### src/rtl/des_pipe_pkg.sv
// Shared types for the DES result pipe-out path: block/word widths and FSM encoding.
// Word 0 of a block sits in bits [15:0]; higher words follow in ascending order.
package des_pipe_pkg;
   localparam int PIPE_W        = 16;
   localparam int BLK_W         = 64;
   localparam int WORDS_PER_BLK = 4;
   localparam int IDX_W         = $clog2(WORDS_PER_BLK);

   typedef logic [BLK_W-1:0]  blk_t;
   typedef logic [PIPE_W-1:0] word_t;

   typedef enum logic [1:0] {
      S_IDLE   = 2'd0,
      S_STREAM = 2'd1,
      S_DONE   = 2'd2
   } state_e;

   function automatic word_t word_sel(blk_t blk, logic [IDX_W-1:0] idx);
      return blk[idx*PIPE_W +: PIPE_W];
   endfunction
endpackage

### src/rtl/des_result_serializer_if.sv
// Producer block handshake and host PipeOut word port of the result serializer.
// Push = blk_valid & blk_ready; pipe_read consumes the word currently on pipe_data.
interface des_result_serializer_if;
   import des_pipe_pkg::*;

   logic  blk_valid;
   blk_t  blk_data;
   logic  blk_ready;
   logic  pipe_read;
   word_t pipe_data;

   modport master (output blk_valid, blk_data, pipe_read, input blk_ready, pipe_data);
   modport slave  (input blk_valid, blk_data, pipe_read, output blk_ready, pipe_data);
endinterface

### src/rtl/des_blk_fifo.sv
// Flop-array block FIFO with combinational head: a push is visible on head the same edge it lands.
// Push ignored when full, pop ignored when empty; clear empties it and wins over push/pop.
module des_blk_fifo
   import des_pipe_pkg::*;
#(
   parameter  int DEPTH = 8,
   localparam int AW    = $clog2(DEPTH)
) (
   input  logic        clk,
   input  logic        rst_n,
   input  logic        clear,
   input  logic        push,
   input  logic        pop,
   input  blk_t        din,
   output blk_t        head,
   output logic        empty,
   output logic        full,
   output logic [AW:0] count
);
   localparam logic [AW:0] DEPTH_C = (AW+1)'(DEPTH);

   blk_t          mem [DEPTH];
   logic [AW-1:0] wr_ptr;
   logic [AW-1:0] rd_ptr;
   logic          do_push;
   logic          do_pop;

   assign do_push = push & ~full & ~clear;
   assign do_pop  = pop & ~empty & ~clear;

   always_ff @(posedge clk) begin
      if (do_push) mem[wr_ptr] <= din;
   end

   always_ff @(posedge clk or negedge rst_n) begin
      if (!rst_n) begin
         wr_ptr <= '0;
         rd_ptr <= '0;
         count  <= '0;
      end else if (clear) begin
         wr_ptr <= '0;
         rd_ptr <= '0;
         count  <= '0;
      end else begin
         if (do_push) wr_ptr <= wr_ptr + 1'b1;
         if (do_pop)  rd_ptr <= rd_ptr + 1'b1;
         case ({do_push, do_pop})
            2'b10:   count <= count + 1'b1;
            2'b01:   count <= count - 1'b1;
            default: ;
         endcase
      end
   end

   assign empty = (count == '0);
   assign full  = (count == DEPTH_C);
   assign head  = mem[rd_ptr];
endmodule

### src/rtl/des_result_serializer.sv
// Buffers 64-bit DES result blocks and serves them as 16-bit PipeOut words, zero added latency.
// blk_ready drops when the FIFO is full or the programmed block count has been accepted.
module des_result_serializer
   import des_pipe_pkg::*;
#(
   parameter int DEPTH = 8,
   parameter int CNT_W = 10
) (
   input  logic                     ti_clk,
   input  logic                     reset_n,
   input  logic                     start,
   input  logic                     flush,
   input  logic [CNT_W-1:0]         cfg_blocks,
   des_result_serializer_if.slave   bus,
   output logic                     done,
   output logic                     busy,
   output logic                     underflow,
   output logic [$clog2(DEPTH):0]   level
);
   state_e           state;
   logic [IDX_W-1:0] word_idx;
   logic [CNT_W-1:0] cfg_reg;
   logic [CNT_W-1:0] pushed_blocks;
   logic [CNT_W-1:0] read_blocks;
   blk_t             head;
   logic             fifo_empty;
   logic             fifo_full;
   logic             push;
   logic             rd_ok;
   logic             pop;
   logic             last_word;

   assign bus.blk_ready = (state == S_STREAM) & ~fifo_full & (pushed_blocks < cfg_reg);
   assign push          = bus.blk_valid & bus.blk_ready;
   assign rd_ok         = bus.pipe_read & ~fifo_empty;
   assign pop           = rd_ok & (word_idx == IDX_W'(WORDS_PER_BLK - 1));
   assign last_word     = (state == S_STREAM) & pop & (read_blocks == cfg_reg - CNT_W'(1));
   assign bus.pipe_data = fifo_empty ? '0 : word_sel(head, word_idx);

   des_blk_fifo #(.DEPTH(DEPTH)) u_fifo (
      .clk   (ti_clk),
      .rst_n (reset_n),
      .clear (flush),
      .push  (push),
      .pop   (pop),
      .din   (bus.blk_data),
      .head  (head),
      .empty (fifo_empty),
      .full  (fifo_full),
      .count (level)
   );

   always_ff @(posedge ti_clk or negedge reset_n) begin
      if (!reset_n) begin
         state         <= S_IDLE;
         word_idx      <= '0;
         cfg_reg       <= '0;
         pushed_blocks <= '0;
         read_blocks   <= '0;
         done          <= 1'b0;
         busy          <= 1'b0;
         underflow     <= 1'b0;
      end else if (flush) begin
         state         <= S_IDLE;
         word_idx      <= '0;
         pushed_blocks <= '0;
         read_blocks   <= '0;
         done          <= 1'b0;
         busy          <= 1'b0;
         underflow     <= 1'b0;
      end else begin
         done <= 1'b0;
         if (rd_ok)              word_idx <= word_idx + 1'b1;
         else if (bus.pipe_read) underflow <= 1'b1;
         if (push && pushed_blocks != cfg_reg) pushed_blocks <= pushed_blocks + 1'b1;
         if (pop && read_blocks != cfg_reg)    read_blocks   <= read_blocks + 1'b1;

         case (state)
            S_IDLE: begin
               if (start) begin
                  // a zero-length transfer completes immediately without streaming
                  underflow     <= 1'b0;
                  pushed_blocks <= '0;
                  read_blocks   <= '0;
                  cfg_reg       <= cfg_blocks;
                  if (cfg_blocks == '0) begin
                     done <= 1'b1;
                  end else begin
                     state <= S_STREAM;
                     busy  <= 1'b1;
                  end
               end
            end
            S_STREAM: begin
               if (last_word) begin
                  state <= S_DONE;
                  busy  <= 1'b0;
                  done  <= 1'b1;
               end
            end
            S_DONE:  state <= S_IDLE;
            default: state <= S_IDLE;
         endcase
      end
   end
endmodule

### src/flat_wrapper.sv
// flat-port wrapper written by rule: the top's interface ports become plain ports
module des_result_serializer_flat import des_pipe_pkg::*;
#(
   parameter int DEPTH = 8,
   parameter int CNT_W = 10
)
  (ti_clk, reset_n, start, flush, cfg_blocks, done, busy, underflow, level, bus_blk_valid, bus_blk_data, bus_pipe_read, bus_blk_ready, bus_pipe_data);
  des_result_serializer_if bus_i ();
  input  logic ti_clk;
  input  logic reset_n;
  input  logic start;
  input  logic flush;
  input  logic [CNT_W-1:0] cfg_blocks;
  output logic done;
  output logic busy;
  output logic underflow;
  output logic [$clog2(DEPTH):0] level;
  input wire logic [$bits(bus_i.blk_valid)-1:0] bus_blk_valid;
  input wire logic [$bits(bus_i.blk_data)-1:0] bus_blk_data;
  input wire logic [$bits(bus_i.pipe_read)-1:0] bus_pipe_read;
  output wire logic [$bits(bus_i.blk_ready)-1:0] bus_blk_ready;
  output wire logic [$bits(bus_i.pipe_data)-1:0] bus_pipe_data;
  assign bus_i.blk_valid = bus_blk_valid;
  assign bus_i.blk_data = bus_blk_data;
  assign bus_i.pipe_read = bus_pipe_read;
  assign bus_blk_ready = bus_i.blk_ready;
  assign bus_pipe_data = bus_i.pipe_data;
  des_result_serializer #(.DEPTH(DEPTH), .CNT_W(CNT_W)) u_core (.ti_clk(ti_clk), .reset_n(reset_n), .start(start), .flush(flush), .cfg_blocks(cfg_blocks), .bus(bus_i), .done(done), .busy(busy), .underflow(underflow), .level(level));
endmodule
### config.mk
export PLATFORM = sky130hd
export DESIGN_NAME = des_result_serializer_flat
export DESIGN_NICKNAME = d
export VERILOG_FILES = /design/src/rtl/des_pipe_pkg.sv /design/src/rtl/des_result_serializer_if.sv /design/src/rtl/des_blk_fifo.sv /design/src/rtl/des_result_serializer.sv /design/src/flat_wrapper.sv
export SDC_FILE = /design/constraint.sdc
export NUM_CORES = 1
export LEC_CHECK = 0
export BUFFER_PORTS_ARGS = -buffer_cell sky130_fd_sc_hd__buf_2
export CORE_MARGIN = 5
export CORE_UTILIZATION = 55
export DETAILED_ROUTE_END_ITERATION = 12
export GPL_ROUTABILITY_DRIVEN = 0
export PLACE_DENSITY = 0.82
export RECOVER_POWER = 25
export REMOVE_ABC_BUFFERS = 1
export SETUP_SLACK_MARGIN = 0.3
export SYNTH_ARGS = -nofsm -noshare
export SYNTH_HDL_FRONTEND = slang
export SYNTH_SLANG_ARGS = --single-unit
### constraint.sdc
create_clock -name ti_clk -period 26.5 [get_ports ti_clk]
set_input_delay 3.975 -clock ti_clk [delete_from_list [all_inputs] [get_ports ti_clk]]
set_output_delay 3.975 -clock ti_clk [all_outputs]
set_load 0.02 [all_outputs]
After elaboration in Yosys (flattened, before gate mapping)
Memory sizes are Yosys's and may differ from the RTL's.
Cells that the tools add are included.
{"block": "op_classes", "add_sub_neg": 8, "magnitude_cmp": 1, "n_eq_ne": 11, "shift": 1, "mux": 39, "n_bitwise": 14, "reduce_logical": 13}
{"op": "10-bit two-way mux", "count": 8}
{"op": "64-bit by 7-bit indexed part select with 16-bit output", "count": 1}
{"op": "10-bit by 1-bit adder with 10-bit output, second input constant", "count": 2}
{"op": "10-bit inequality test", "count": 2}
{"op": "16-bit two-way mux", "count": 1}
{"op": "1-bit two-way mux", "count": 15}
{"op": "2-bit two-way mux", "count": 6}
{"op": "3-bit two-way mux", "count": 4}
{"op": "1-bit AND", "count": 11}
{"op": "10-bit == test", "count": 1}
{"op": "10-bit logical NOT", "count": 1}
{"op": "10-bit less-than comparator", "count": 1}
{"op": "10-bit by 1-bit subtractor with 10-bit output, second input constant", "count": 1}
{"op": "4-bit case mux with 2 select lines", "count": 1}
{"op": "3-bit by 1-bit adder with 3-bit output, second input constant", "count": 2}
{"op": "3-bit inequality test, second input constant", "count": 2}
{"op": "3-bit AND reduction", "count": 2}
{"op": "2-bit nonzero test", "count": 3}
{"op": "3-bit nonzero test", "count": 2}
{"op": "4-bit by 1-bit adder with 4-bit output, second input constant", "count": 1}
{"op": "2-bit by 1-bit == test with 1-bit output, second input constant", "count": 2}
{"op": "2-bit == test, second input constant", "count": 2}
{"op": "4-bit == test, second input constant", "count": 1}
{"op": "4-bit logical NOT", "count": 1}
{"op": "other kinds (10)", "count": 14}
{"block": "word_totals", "reg_bits": 47, "ram_bits": 512, "input_bits": 80, "out_inout_bits": 24, "word_cells": 99, "mem_count": 1}
{"name": "u_core.u_fifo.mem", "depth": 8, "width": 64, "read_ports": 1, "rd_clocked_by_memory_dff": 0, "wr": 1, "line_no": "des_blk_fifo.sv:22", "rtl": "blk_t mem [DEPTH];"}

Longest topological paths before layout
{"block": "depth", "depth_word": 10, "ltp_mapped": 15, "depth_no_buf": 14}

By module
Synthesis repeated with hierarchy kept, for this count alone.
{"block": "hier_totals", "cells_unflattened": 1117, "hier_area_um2": 22750.6}
{"mod": "des_blk_fifo", "instances": 1, "cells_per_inst": 817, "area_each_um2": 19830.3, "seq_area_each_um2": 15625.0}
{"mod": "des_result_serializer", "instances": 1, "cells_per_inst": 300, "area_each_um2": 2920.3, "seq_area_each_um2": 925.9}

Worst setup path after synthesis
OpenSTA, ideal clock, no wires.
{"block": "synth_timing", "path_type": "in2reg", "from": "input bus_blk_valid", "to": "memory u_core.u_fifo.mem[0][0] (netlist name), enable pin", "setup_ns": 0.666, "arrival_ns": 11.124, "required_time_ns": 25.834, "slack_ns": 14.710, "cell_stages": 4, "path_buffers": 2, "cell_sequence": "o2111ai_1 > clkbuf_1 > clkbuf_1 > nor4b_1"}
{"block": "synth_between", "elab_chain_cells": 5}
{"element": "start, declared", "line_no": "flat_wrapper.sv:18", "rtl": "input wire logic [$bits(bus_i.blk_valid)-1:0] bus_blk_valid;"}
{"element": "1-bit AND", "line_no": "des_result_serializer.sv:34", "rtl": "assign push = bus.blk_valid & bus.blk_ready;"}
{"element": "1-bit AND (2 in series)", "line_no": "des_blk_fifo.sv:28", "rtl": "assign do_push = push & ~full & ~clear;"}
{"element": "1-bit two-way mux", "line_no": "des_blk_fifo.sv:32", "rtl": "if (do_push) mem[wr_ptr] <= din;"}
{"element": "1-bit two-way mux (not written as such)", "line_no": "des_blk_fifo.sv:32"}
{"element": "end, declared", "line_no": "des_blk_fifo.sv:22"}
No other way between the ends.

Worst setup path in the final report
{"block": "layout_timing", "from": "register u_core.u_fifo.rd_ptr[0]", "to": "output bus_pipe_data[4]"}
{"block": "layout_between", "elab_chain_cells": 3}
{"element": "start, declared", "line_no": "des_blk_fifo.sv:24", "rtl": "logic [AW-1:0] rd_ptr;"}
{"element": "start signal, assigned", "line_no": "des_blk_fifo.sv:46", "rtl": "if (do_pop) rd_ptr <= rd_ptr + 1'b1;"}
{"element": "memory read 8 x 64 bit"}
{"element": "64-bit by 7-bit indexed part select with 16-bit output", "line_no": "des_pipe_pkg.sv:19", "rtl": "return blk[idx*PIPE_W +: PIPE_W];"}
{"element": "16-bit two-way mux", "line_no": "des_result_serializer.sv:38", "rtl": "assign bus.pipe_data = fifo_empty ? '0 : word_sel(head, word_idx);"}
{"element": "end, declared", "line_no": "flat_wrapper.sv:22", "rtl": "output wire logic [$bits(bus_i.pipe_data)-1:0] bus_pipe_data;"}
No other way between the ends.

==> impl.org <==
** Setup path
- STA classifies the critical path endpoint as an output pin.
- Arrival @ worst endpoint :: 4.05 ns
- Of all nets on the critical path, the largest fanout is 52.
- Critical Path Start Type :: flop
- Data on the critical path is required at its endpoint by around 23 ns.
- The worst setup path is of the reg -> out kind.

** STA
- Final sum of negative setup slack :: 0 ns
- Final period utilization :: 30.3%
- Slew at the pin closest to its max-slew limit :: 1.17 ns
- Clock Skew :: 0.00889 ns
- Setup violations remaining at the end of the flow were counted as 0.
- After layout, the minimum clock period comes to 8.02 ns.
- In this run the tightest slew margin relative to its limit is 21.3%.
- The number of endpoints with negative hold slack in the final report was 0.
- Unrepaired setup endpoints after global routing :: false
- Peak Freq :: about 120 MHz
- The final number of max-transition violations is 0.

** Floorplanning
- The total area inside the core boundary comes to 40,600 sq um.
- Die Span X :: 212 microns
- Number of primary I/O pins :: between 100 and 150
- Row generation in the floorplan step produced 74 rows.
- Die span in y :: about 210 microns
- The floorplan step defined a die boundary enclosing approximately 45,000 sq um.
- For this configuration, the core starts out at a cell density of 55.2%.

** Layout
- After the last flow step, the layout net total stands at 1,308.
- Layout overhead on the synthesized area :: 12.4%
- Fill cells in the final layout number 2,686.
- Of the cells placed in the final design, the portion with a size suffix greater than 1 is 26.7%.
- u_core.u_fifo.mem holds more flip-flops than any other register.
- Final core area utilization :: between 60% and 70%
- Flip-flop count of the largest register, all copies and words added :: between 500 and 600
- Layout Cells excl Fill :: around 1.8k

** Pwr
- Power per Cell Area :: 70.3 nW/um^2
- Maximum VDD drop :: about 0.057 mV
- Leakage component of the power :: ~8.0 nW
- After layout, the design draws a total of 0.00177 W.

** Synthesis
- Synth Cell Area :: 22,400 sq um
- Most instantiated cells after synthesis :: sky130_fd_sc_hd__edfxtp_1, sky130_fd_sc_hd__mux4_2, sky130_fd_sc_hd__dfrtp_1
- Synthesis instantiated 54 different standard cells from the library.
- Primary FF master, synth :: sky130_fd_sc_hd__edfxtp_1
- Number of warnings reported in the yosys synthesis log :: 0
- Post-synth top area share :: between 60% and 70%
- By area the synthesized netlist is led by sky130_fd_sc_hd__edfxtp_1, sky130_fd_sc_hd__mux4_2, sky130_fd_sc_hd__dfrtp_1, sky130_fd_sc_hd__ha_1, sky130_fd_sc_hd__xor2_1.
- The synthesized design contains between 500 and 600 enable-type register cells.
- Counting flops and latches in the post-synthesis netlist gives 559.
- Synthesis handed over a netlist of 1,085 instances.
- Each instance of the synthesized netlist takes up on average 20.6 sq um.
- Fraction of the yosys area taken by sequential cells :: approximately 74%
- By instance count, the leading cell after synthesis is sky130_fd_sc_hd__edfxtp_1.
- In the synthesized netlist the async set-or-reset flop fraction comes to 8.41%.
- Largest area contributor in the netlist :: sky130_fd_sc_hd__edfxtp_1

** Placement
- Number of port buffers :: 103
- Once placement completed, the tool counted placed cells totaling 1,685.
- Summed over all nets, the half-perimeter wirelength after detailed placement is approximately 25,000 microns.

** Global route
- The first global-routing pass estimated between 70,000 and 80,000 microns of wire.
- Number of global-route vias before repair :: roughly 12k
- Initial antenna violation count :: 6
- GR Overflow Total :: 0
- Entering global routing, the biggest net connects 78 pins.
- Total track usage :: 21.0%

** Routing
- Number of vias in the routed layout :: 11.2k
- Drt drc :: 0
- Number of design-rule violations left by the first detailed-router iteration :: about 940
- Final antenna-violating net count :: 0
- The routed design has 46,100 microns of wire.
- In the final routed layout, each cell accounts on average for 25.8 microns.
- Dividing the detail-routed via count by the number of cells gives 6.25.
- DR pass1 iterations :: 5

** CTS
- Gates resized during post-CTS repair numbered 0.
- The clock net in this run drives a total of 559 sinks.
- The later pin in the worst-skew pair is clocked with a latency of roughly 0.59 ns.
- Clock slew at the register clock pins of the worst setup and hold paths :: 0.06 ns
- Count of hold buffers inserted by post-cts repair :: 0
- Longest Clk Path Bufs :: 3
- Clock tree from TritonCTS :: yes
- Post-CTS repair timing setup buffer count :: 0
- Number of buffers inserted during clock tree synthesis :: 54
- Maximum level of the CTS H-tree :: 2
- Cell at the root of the clock tree :: sky130_fd_sc_hd__clkbuf_16

** Job
- Max-capacitance violation count :: 0

** Status
- Status :: finished clean

** Hold path
- HP Class :: reg -> reg
==> power by group <==
group	leakage [nW]	internal [W]	switching, W
clock	0.806	0.000401	0.000321
combinational	2.00	0.0000255	0.0000447
sequential	5.24	0.000971	0.00000735
total	8.04	0.00140	0.000373
==> stage by stage <==
step | hold WS [ns] | worst slack (ns) | cell area, sq um
floorplan | 0.507 | 14.42 | 22200
global placement | 0.519 | 19.03 | 23600
detailed placement | 0.528 | 19.00 | 23600
CTS | 0.542 | 18.33 | 25200
global route | 0.574 | 18.11 | 25200
finish | 0.538 | 18.48 | 25200
==> metal layers <==
| metal | track usage, % | up-vias | share of wire, % |
|---|---|---|---|
| met5 | 0 | - | 0.15 |
| met4 | 4.78 | 10 | 1.6 |
| met3 | 4.65 | 59 | 7.4 |
| met2 | 35.0 | 437 | 51 |
| met1 | 29.1 | 5884 | 40 |
| li1 | - | 4766 | - |
==> critical path, stage by stage (launching register included) <==
cell and delay [ns]:
sky130_fd_sc_hd__dfrtp_4 0.94, sky130_fd_sc_hd__buf_4 0.89, sky130_fd_sc_hd__mux4_2 0.62, sky130_fd_sc_hd__mux4_2 0.49, sky130_fd_sc_hd__a22o_1 0.28, sky130_fd_sc_hd__buf_2 0.17
==> layout by cell type (no fill, tap or decap), types with 5 or more instances in the layout <==
master,synthesis,layout
sky130_fd_sc_hd__buf_2,17,59
sky130_fd_sc_hd__and3_1,5,5
sky130_fd_sc_hd__a22o_1,16,16
sky130_fd_sc_hd__nor4_1,7,5
sky130_fd_sc_hd__clkbuf_16,0,55
sky130_fd_sc_hd__clkinv_1,0,13
sky130_fd_sc_hd__nand4_1,12,12
sky130_fd_sc_hd__o21ai_1,8,8
sky130_fd_sc_hd__edfxtp_1,512,512
sky130_fd_sc_hd__o31ai_1,6,6
sky130_fd_sc_hd__xor2_1,18,18
sky130_fd_sc_hd__or3_1,8,8
sky130_fd_sc_hd__nand2_1,38,38
sky130_fd_sc_hd__a21oi_1,19,19
sky130_fd_sc_hd__or4_1,11,11
sky130_fd_sc_hd__clkinv_2,0,9
sky130_fd_sc_hd__mux4_2,160,160
sky130_fd_sc_hd__nand3_1,14,14
sky130_fd_sc_hd__inv_1,14,14
sky130_fd_sc_hd__ha_1,18,18
sky130_fd_sc_hd__nor3_1,10,7
sky130_fd_sc_hd__xnor2_1,11,11
sky130_fd_sc_hd__o21ai_0,15,15
sky130_fd_sc_hd__clkbuf_1,33,55
sky130_fd_sc_hd__dfrtp_1,47,43
sky130_fd_sc_hd__nand2b_1,9,9
sky130_fd_sc_hd__nor2_1,33,30
sky130_fd_sc_hd__buf_4,1,22
==> area by class of cell <==
cell class | instances | area, sq um | area share (%)
antenna | 1 | 2.50 | 0.00994
inverter | 14 | 52.6 | 0.209
multi-input combinational | 455 | 5620 | 22.3
clock inverter | 34 | 238 | 0.944
tap | 532 | 666 | 2.64
timing repair buffer | 125 | 626 | 2.48
clock buffer | 66 | 1420 | 5.63
sequential | 559 | 16600 | 65.8
==> worst paths after layout <==
check                                                           end  slack (ns)                           startpoint  depth (start not counted)
worst min-delay path                        u_core.busy$_DFFE_PN0P_        0.54              u_core.busy$_DFFE_PN0P_                          1
worst max-delay path                               bus_pipe_data[4]       18.48  u_core.u_fifo.rd_ptr[0]$_DFFE_PN0P_                          5
worst max register to register   u_core.u_fifo.mem[1][30]$_DFFE_PP_       22.28        u_core.cfg_reg[7]$_DFFE_PN0P_                          9
worst min register to register              u_core.busy$_DFFE_PN0P_        0.54              u_core.busy$_DFFE_PN0P_                          1
max in group asynchronous       u_core.u_fifo.rd_ptr[1]$_DFFE_PN0P_       22.55                              reset_n                          2
min in group asynchronous             u_core.cfg_reg[5]$_DFFE_PN0P_        3.47                              reset_n                          2
==> cells by family after synthesis <==
kind of cell | share of synthesized area [%]
compound gates | 2.59
simple gates | 3.77
xor+xnor | 1.23
buf+inv | 1.30
mux | 16.1
fa+ha+maj | 1.09
flops | 73.9
No activity file was read; power rests on OpenSTA's default activity.
